--- src/rtl/wtr_arbiter_pkg.sv ---
// Shared processor definitions for the write-to-register path.
// Latency: n/a (types and constants only).
// Backpressure: n/a.
package wtr_arbiter_pkg;

  // Register select width and the highest legal select code (valid 1..WB_NUM_REGS).
  localparam int WB_SEL_W    = 5;
  localparam int WB_NUM_REGS = 14;
  localparam int WB_DATA_W   = 16;

  // Requester identities, also used as the last-grant flag encoding.
  typedef enum logic {
    REQ_ALU = 1'b0,
    REQ_MEM = 1'b1
  } req_id_e;

endpackage

--- src/rtl/wtr_arbiter.sv ---
// Round-robin arbiter merging ALU and memory-load write-backs onto one register-bank write port.
// Latency: ack is combinational in the request cycle; WTR_en/sel_err/WTR_sel/wtr_data appear one cycle later.
// Backpressure: wtr_stall (or reset) withholds every ack; requesters hold sel/data until acked.
//
// Ports:
//   clk, rst_n                     clock, asynchronous active-low reset
//   alu_req/alu_sel/alu_data       ALU write-back request, alu_ack consumes it
//   mem_req/mem_sel/mem_data       memory write-back request, mem_ack consumes it
//   wtr_stall                      blocks all grants while high
//   WTR_sel/WTR_en/wtr_data        registered write to the register bank
//   sel_err                        one-cycle pulse when a consumed request had an illegal select
module wtr_arbiter
  import wtr_arbiter_pkg::*;
#(
  parameter int DATA_W   = WB_DATA_W,
  parameter int SEL_W    = WB_SEL_W,
  parameter int NUM_REGS = WB_NUM_REGS
) (
  input  logic              clk,
  input  logic              rst_n,
  input  logic              alu_req,
  input  logic [SEL_W-1:0]  alu_sel,
  input  logic [DATA_W-1:0] alu_data,
  output logic              alu_ack,
  input  logic              mem_req,
  input  logic [SEL_W-1:0]  mem_sel,
  input  logic [DATA_W-1:0] mem_data,
  output logic              mem_ack,
  input  logic              wtr_stall,
  output logic [SEL_W-1:0]  WTR_sel,
  output logic              WTR_en,
  output logic [DATA_W-1:0] wtr_data,
  output logic              sel_err
);

  localparam logic [SEL_W-1:0] MAX_SEL = SEL_W'(NUM_REGS);

  req_id_e           last_q, last_d;
  logic              en_q, en_d;
  logic              err_q, err_d;
  logic [SEL_W-1:0]  sel_q, sel_d;
  logic [DATA_W-1:0] data_q, data_d;

  logic              grant_alu, grant_mem;
  logic [SEL_W-1:0]  win_sel;
  logic [DATA_W-1:0] win_data;
  logic              win_valid;

  // Grant decision. rst_n is included so that no request is consumed while
  // reset is asserted; the requester must present it again afterwards.
  always_comb begin
    grant_alu = 1'b0;
    grant_mem = 1'b0;
    if (rst_n && !wtr_stall) begin
      if (alu_req && mem_req) begin
        // Contention: the side that did not win last time goes now.
        if (last_q == REQ_MEM) grant_alu = 1'b1;
        else                   grant_mem = 1'b1;
      end else if (alu_req) begin
        grant_alu = 1'b1;
      end else if (mem_req) begin
        grant_mem = 1'b1;
      end
    end
  end

  assign alu_ack = grant_alu;
  assign mem_ack = grant_mem;

  assign win_sel   = grant_mem ? mem_sel  : alu_sel;
  assign win_data  = grant_mem ? mem_data : alu_data;
  assign win_valid = (win_sel != '0) && (win_sel <= MAX_SEL);

  always_comb begin
    last_d = last_q;
    en_d   = 1'b0;
    err_d  = 1'b0;
    sel_d  = sel_q;
    data_d = data_q;
    if (grant_alu || grant_mem) begin
      last_d = grant_mem ? REQ_MEM : REQ_ALU;
      if (win_valid) begin
        en_d   = 1'b1;
        sel_d  = win_sel;
        data_d = win_data;
      end else begin
        // Illegal target: the request is still consumed, but the bus holds.
        err_d  = 1'b1;
      end
    end
  end

  always_ff @(posedge clk or negedge rst_n) begin
    if (!rst_n) begin
      last_q <= REQ_MEM;
      en_q   <= 1'b0;
      err_q  <= 1'b0;
      sel_q  <= '0;
      data_q <= '0;
    end else begin
      last_q <= last_d;
      en_q   <= en_d;
      err_q  <= err_d;
      sel_q  <= sel_d;
      data_q <= data_d;
    end
  end

  assign WTR_en   = en_q;
  assign sel_err  = err_q;
  assign WTR_sel  = sel_q;
  assign wtr_data = data_q;

endmodule

--- config.mk ---
export PLATFORM = sky130hd
export DESIGN_NAME = wtr_arbiter
export DESIGN_NICKNAME = d
export VERILOG_FILES = /design/src/rtl/wtr_arbiter_pkg.sv /design/src/rtl/wtr_arbiter.sv
export SDC_FILE = /design/constraint.sdc
export NUM_CORES = 1
export LEC_CHECK = 0
export ABC_CLOCK_PERIOD_IN_PS = 1550
export CORE_MARGIN = 4
export CORE_UTILIZATION = 26
export CTS_CLUSTER_SIZE = 10
export DETAILED_ROUTE_END_ITERATION = 12
export PLACE_DENSITY = 0.59
export SLEW_MARGIN = 10
export SYNTH_ARGS = -nofsm -noshare
export SYNTH_HDL_FRONTEND = slang
export SYNTH_SLANG_ARGS = --single-unit
--- constraint.sdc ---
create_clock -name clk -period 1.55 [get_ports clk]
set_input_delay 0.31 -clock clk [delete_from_list [all_inputs] [get_ports clk]]
set_output_delay 0.31 -clock clk [all_outputs]
set_load 0.02 [all_outputs]
### Yosys cells after proc, flatten, opt, wreduce, memory -nomap -nowiden

Index checks and enable logic that the tools add are counted.

| storage, ports and cells | value |
|---|---|
| word-level logic and storage cells | 29 |
| input bits | 47 |
| bits in registers | 24 |

| cells by class | value |
|---|---|
| magnitude comparators | 1 |
| reduce and logical (&&, ||, !) cells | 7 |
| multiplexer cells | 16 |

Operators with widths:

| cell | number |
|---|---|
| 16-bit two-way mux | 1 |
| 1-bit two-way mux | 14 |
| 5-bit by 4-bit <= comparator with 1-bit output, second input constant | 1 |
| 5-bit two-way mux | 1 |
| 5-bit nonzero test | 1 |
| 1-bit logical AND | 3 |
| 2-bit AND reduction | 1 |
| 1-bit zero test | 1 |
| 1-bit logical OR | 1 |

### Depth between registers and ports, before layout

| depth | value |
|---|---|
| word-level depth | 9 |
| mapped depth | 6 |
| gate-level depth less buffers | 5 |

### Worst setup path before layout

OpenSTA, ideal clock, no wires.

| timing | value |
|---|---|
| path kind | reg2reg |
| start | reg last_q |
| end | reg sel_q[3] (netlist: WTR_sel[3]) |
| stages on the path, launching flop included | 6 |
| arrival time | 1.496 ns |
| required time | 1.425 ns |
| path slack | -0.071 ns |
| period minus slack after synthesis | 1.621 ns |
| path through | dfstp_2 > nand2_1 > nand3_4 > buf_2 > mux2_2 > mux2_4 |

| between the ends | value |
|---|---|
| cells in the longest elaborated chain, start to end | 7 |
| elaborated cells on any way between the ends | 12 |
| those cells by class | 1 x order compare; 7 x mux; 4 x reduce/logical |

RTL lines:

| item | line | text |
|---|---|---|
| start, declared | wtr_arbiter.sv:38 | `req_id_e last_q, last_d;` |
| start signal, assigned | wtr_arbiter.sv:101 | `last_q <= last_d;` |
| 1-bit two-way mux | wtr_arbiter.sv:57 | `if (last_q == REQ_MEM) grant_alu = 1'b1;` |
| 1-bit two-way mux | wtr_arbiter.sv:55 | `if (alu_req && mem_req) begin` |
| 1-bit two-way mux | wtr_arbiter.sv:54 | `if (rst_n && !wtr_stall) begin` |
| 5-bit two-way mux | wtr_arbiter.sv:70 | `assign win_sel = grant_mem ? mem_sel : alu_sel;` |
| 5-bit by 4-bit <= comparator with 1-bit output / 5-bit nonzero test (equally long branches) | wtr_arbiter.sv:72 | `assign win_valid = (win_sel != '0) && (win_sel <= MAX_SEL);` |
| 1-bit logical AND | wtr_arbiter.sv:72 |  |
| 2-bit AND reduction (no line) | -- |  |
| end signal, assigned | wtr_arbiter.sv:104 | `sel_q <= sel_d;` |
| end, declared | wtr_arbiter.sv:41 | `logic [SEL_W-1:0] sel_q, sel_d;` |

Several ways; a longest one is shown, not always the timed one.
A chain may end at the register's enable or synchronous reset.

### Worst setup path in the final report

| timing | value |
|---|---|
| start | reg last_q |
| end | reg data_q[14] (netlist: wtr_data[14]) |

| between the ends | value |
|---|---|
| cells in the longest elaborated chain, start to end | 7 |
| elaborated cells on any way between the ends | 13 |
| those cells by class | 1 x order compare; 8 x mux; 4 x reduce/logical |

RTL lines:

| item | line | text |
|---|---|---|
| 1-bit two-way mux | wtr_arbiter.sv:57 |  |
| 1-bit two-way mux | wtr_arbiter.sv:55 |  |
| 1-bit two-way mux | wtr_arbiter.sv:54 |  |
| 5-bit two-way mux | wtr_arbiter.sv:70 |  |
| 5-bit by 4-bit <= comparator with 1-bit output / 5-bit nonzero test (equally long branches) | wtr_arbiter.sv:72 |  |
| 1-bit logical AND | wtr_arbiter.sv:72 |  |
| 2-bit AND reduction (no line) | -- |  |
| end signal, assigned | wtr_arbiter.sv:105 | `data_q <= data_d;` |
| end, declared | wtr_arbiter.sv:42 | `logic [DATA_W-1:0] data_q, data_d;` |

Several ways; a longest one is shown, not always the timed one.

==> run summary <==
The measured slew at the worst slew-check pin works out to 0.353 ns. For this run, the register share of the synthesized area comes to 46.3%. The clock transition at the registers of the reported paths works out to 0.09 ns. For this run, the slowest stage of the critical path takes 0.57 ns. For this design the total switching power over the nets is 0.757 mW. The most used flip-flop cell after synthesis is sky130_fd_sc_hd__dfrtp_1. Traced cell by cell, the critical path runs through nand2_2, nand3_4, clkbuf_16, mux2_4, mux2_4. The worst-case IR drop observed on VDD is 0.635 mV. The launching element type of the critical path is a register.

The most critical setup path has its startpoint at last_q. For the total setup violations reported at the end of the flow, the log shows 21. The synthesized netlist contains 19 unique library cells.

TritonCTS built the clock tree. The run gives 1 as the maximum level of the CTS H-tree. The number of pins with negative max-slew slack in the final report came out at 0. Net switching is 31.8% of the power. In the final design database the tool counted 220 nets.

The synthesized instance count is 87, and the first-pass GRT wire length is 5920 µm. The number of clock buffers inserted by TritonCTS is 3, and the sum of routed wire segments on met1 is 1540 µm. Derived from the worst setup path, the maximum achievable clock frequency is 603 MHz.

Fraction of registers with async set/reset: 100%. The tree is rooted in a sky130_fd_sc_hd__clkbuf_8. The tools report the data arrival time of the worst path as 1.81 ns.

In the layout the commonest cells are sky130_fd_sc_hd__mux2_4 (40), sky130_fd_sc_hd__dlygate4sd2_1 (33), sky130_fd_sc_hd__clkdlybuf4s50_1 (32), sky130_fd_sc_hd__dfrtp_1 (23), sky130_fd_sc_hd__buf_4 (9). In this run, the clock network consumes 17.9% of the power. At the worst endpoint, the required time is 1.70 ns. The count of buffers from port buffering is 71, and the setup slack of the critical path after layout is -0.109 ns. The worst-case clock skew was 0.00470 ns; the final period demand of the worst path was 1.66 ns.

The hold violation count in the final report was 0. The launching point of the worst reg2reg path was last_q. Dividing the synthesized area by the synthesized cell count gives 14.9 µm². Along the worst path, the maximum fanout reaches 7. The cell type with the highest occurrence count on the critical path was sky130_fd_sc_hd__mux2_4. STA classifies the critical path endpoint as a register. The run finished, with violations left. The internal power of the cells came out at 1.62 mW. The floorplan die area was 0.00620 mm². The power after layout was 2.38 mW. In the final layout, the share of cells above drive strength 1 is 42.4%.

After synthesis the netlist holds a flip-flop and latch count of 24. After floorplanning, the core was divided into 25 placement rows. The met2 layer wire length in the routed design was 1950 µm; the total track usage was 12.3%. For the remaining design rule violation count, the log shows 0.

Summed over all layers, the global routing overflow is 0. The average via count per standard cell was 4.31. Initial antenna violation count: 0.

After detailed routing, the average wire length per cell comes to 16.0 µm. The sum of met3 wire segment lengths after detailed routing was 328 µm; the slack of the worst reg-to-reg path was -0.11 ns. The checks that failed: negative setup slack. The critical setup path kind is reg2reg. The core region is 0.00479 mm².

The number of global-route vias before repair was 1160; the max capacitance violation total was 0. The share of total power dissipated in combinational logic is 44.3%. The library cell used most frequently in the layout, excluding fill and tap cells, is sky130_fd_sc_hd__mux2_4. Worst max-slew margin expressed relative to the limit: 76.4%.

The path class of the tightest hold or removal check is in2async. The half-perimeter wire length after placement is 2740 µm, and the post-synthesis net count is 134. From left edge to right edge, the die measures 78.7 µm. The run gives 2 as the worst-case clock buffer depth. In this run the count of I/O pins placed on the die edge is 72. Buffers inserted to repair hold after CTS numbered 0. In this run, synthesis inferred 0 flip-flops with an integrated enable. The worst reg2reg path depth is 5. The antenna violation net count after detailed routing came out at 0. The tools report the largest net degree at the start of global routing as 25.

The worst hold slack is 0.204 ns, and the final weighted congestion of routability-driven global placement is 0.709. During synthesis, Yosys emitted a total of 0 warnings. The die is 78.7 µm tall. In this run the worst setup path terminates at wtr_data[14]. The final critical path takes up 107% of the cycle. The antenna cell count was 0. The first TritonRoute pass finished after 2 iterations. Setup repair after global routing could not meet its margin everywhere. The routed design has 3830 µm of wire. After detailed routing, no signal wire sits above met4.

The later pin in the worst-skew pair is clocked with a latency of 0.26 ns. Once the floorplan was initialized, standard cells occupied 27.2% of the core. The tools report the endpoint of the most critical register-to-register path as wtr_data[14]. After the first detailed-routing iteration, the DRC count stood at 24. Share of power burned in registers: 37.8%. Leakage power of the design: 1.19 nW. Compared with the post-synthesis result, the final layout area differs by 85.4%. Prior to clock tree synthesis, the placed netlist has a worst setup slack of -0.602 ns. The power density over cell area was 987 mW/mm².

The slowest stage of the critical path is the sky130_fd_sc_hd__dfstp_2 cell. The tools report the post-synthesis instance area as 0.00130 mm². Clock tree synthesis found a total of 24 sinks. The routed layout has 1030 vias.
worst min path at each step:
stage	to	from	depth (start not counted)	slack, ns
floorplan	WTR_en	rst_n	0	0.01
global placement	last_q	last_q	2	0.46
detailed placement	last_q	last_q	2	0.47
CTS	wtr_data[7]	rst_n	2	0.21
global route	wtr_data[7]	rst_n	2	0.24
finish	sel_err	rst_n	2	0.20
through the flow:
step | area, µm² | setup TNS [ns] | cells | util (%)
after global placement | 2130 | -11.27 | 229 | 44.6
after CTS | 2300 | -1.81 | 236 | 48.1
after detailed placement | 2130 | -12.57 | 229 | 44.6
after global routing | 2410 | -2.65 | 239 | 50.4
after floorplan | 1310 | 0 | 87 | -
final | 2410 | -1.92 | 239 | 50.4
per-layer routing:
metal / GRT usage (%) / up-vias
li1: - / 488
met1: 14.6 / 498
met2: 21.1 / 42
met3: 5.10 / 2
met4: 1.57 / 0
met5: 0 / -
state kept, by name, indices dropped and copies added, names as in the netlist:
signal    count
wtr_data     16
last_q        1
WTR_en        1
WTR_sel       5
sel_err       1
what timing repair did:
| action | in CTS | in global routing |
|---|---|---|
| resized for setup | 69 | 21 |
| pin swaps | 6 | 2 |
| buffers inserted | 2 | 2 |
| endpoints found under the setup margin | 44 | 24 |
| gates cloned | 1 | 1 |
worst max-delay path: cells and delay by family (launching register included):
kind | cells | cell delay (ns)
mux | 2 | 0.56
flops | 1 | 0.57
simple gates | 2 | 0.23
buf+inv | 1 | 0.19
Yosys cell counts (2+ instances only):
cell type                  n  share of area (%)
sky130_fd_sc_hd__dfrtp_1  23                 44
sky130_fd_sc_hd__mux2_2   22                 19
sky130_fd_sc_hd__mux2_4   18                 21
sky130_fd_sc_hd__nand2_1   3               0.87
sky130_fd_sc_hd__a41oi_1   2                1.3
sky130_fd_sc_hd__buf_2     2               0.77
sky130_fd_sc_hd__buf_6     2                1.7
sky130_fd_sc_hd__inv_1     2               0.58
sky130_fd_sc_hd__nor2_1    2               0.58
sky130_fd_sc_hd__o41ai_2   2                2.5
kinds of logic (layout without fill, tap and decap cells):
kind of cell           Yosys count  in the layout  synth area share, %
and+or+nand+nor                 11             11                 5.58
buffers and inverters            6             91                 3.08
DFF                             24             24                 46.3
AOI/OAI and AO/OA                6              6                 5.20
muxes                           40             40                 39.8
layout make-up:
cell class	count	area, µm²
clock buffers	4	55.1
flip-flops and latches	24	602
repair buffers	85	853
fillers	441	2380
well taps	67	83.8
inverters	2	7.51
multi-input cells	57	808
power groups by stage:
stage / clock network (mW) / registers, mW / logic (mW)
floorplan: 0 / 1.11 / 0.331
global placement: 0 / 0.910 / 1.08
detailed placement: 0 / 0.911 / 1.10
CTS: 0.443 / 0.902 / 1.03
global route: 0.461 / 0.924 / 1.12
finish: 0.426 / 0.898 / 1.06
(Power assumes the default switching activity.)
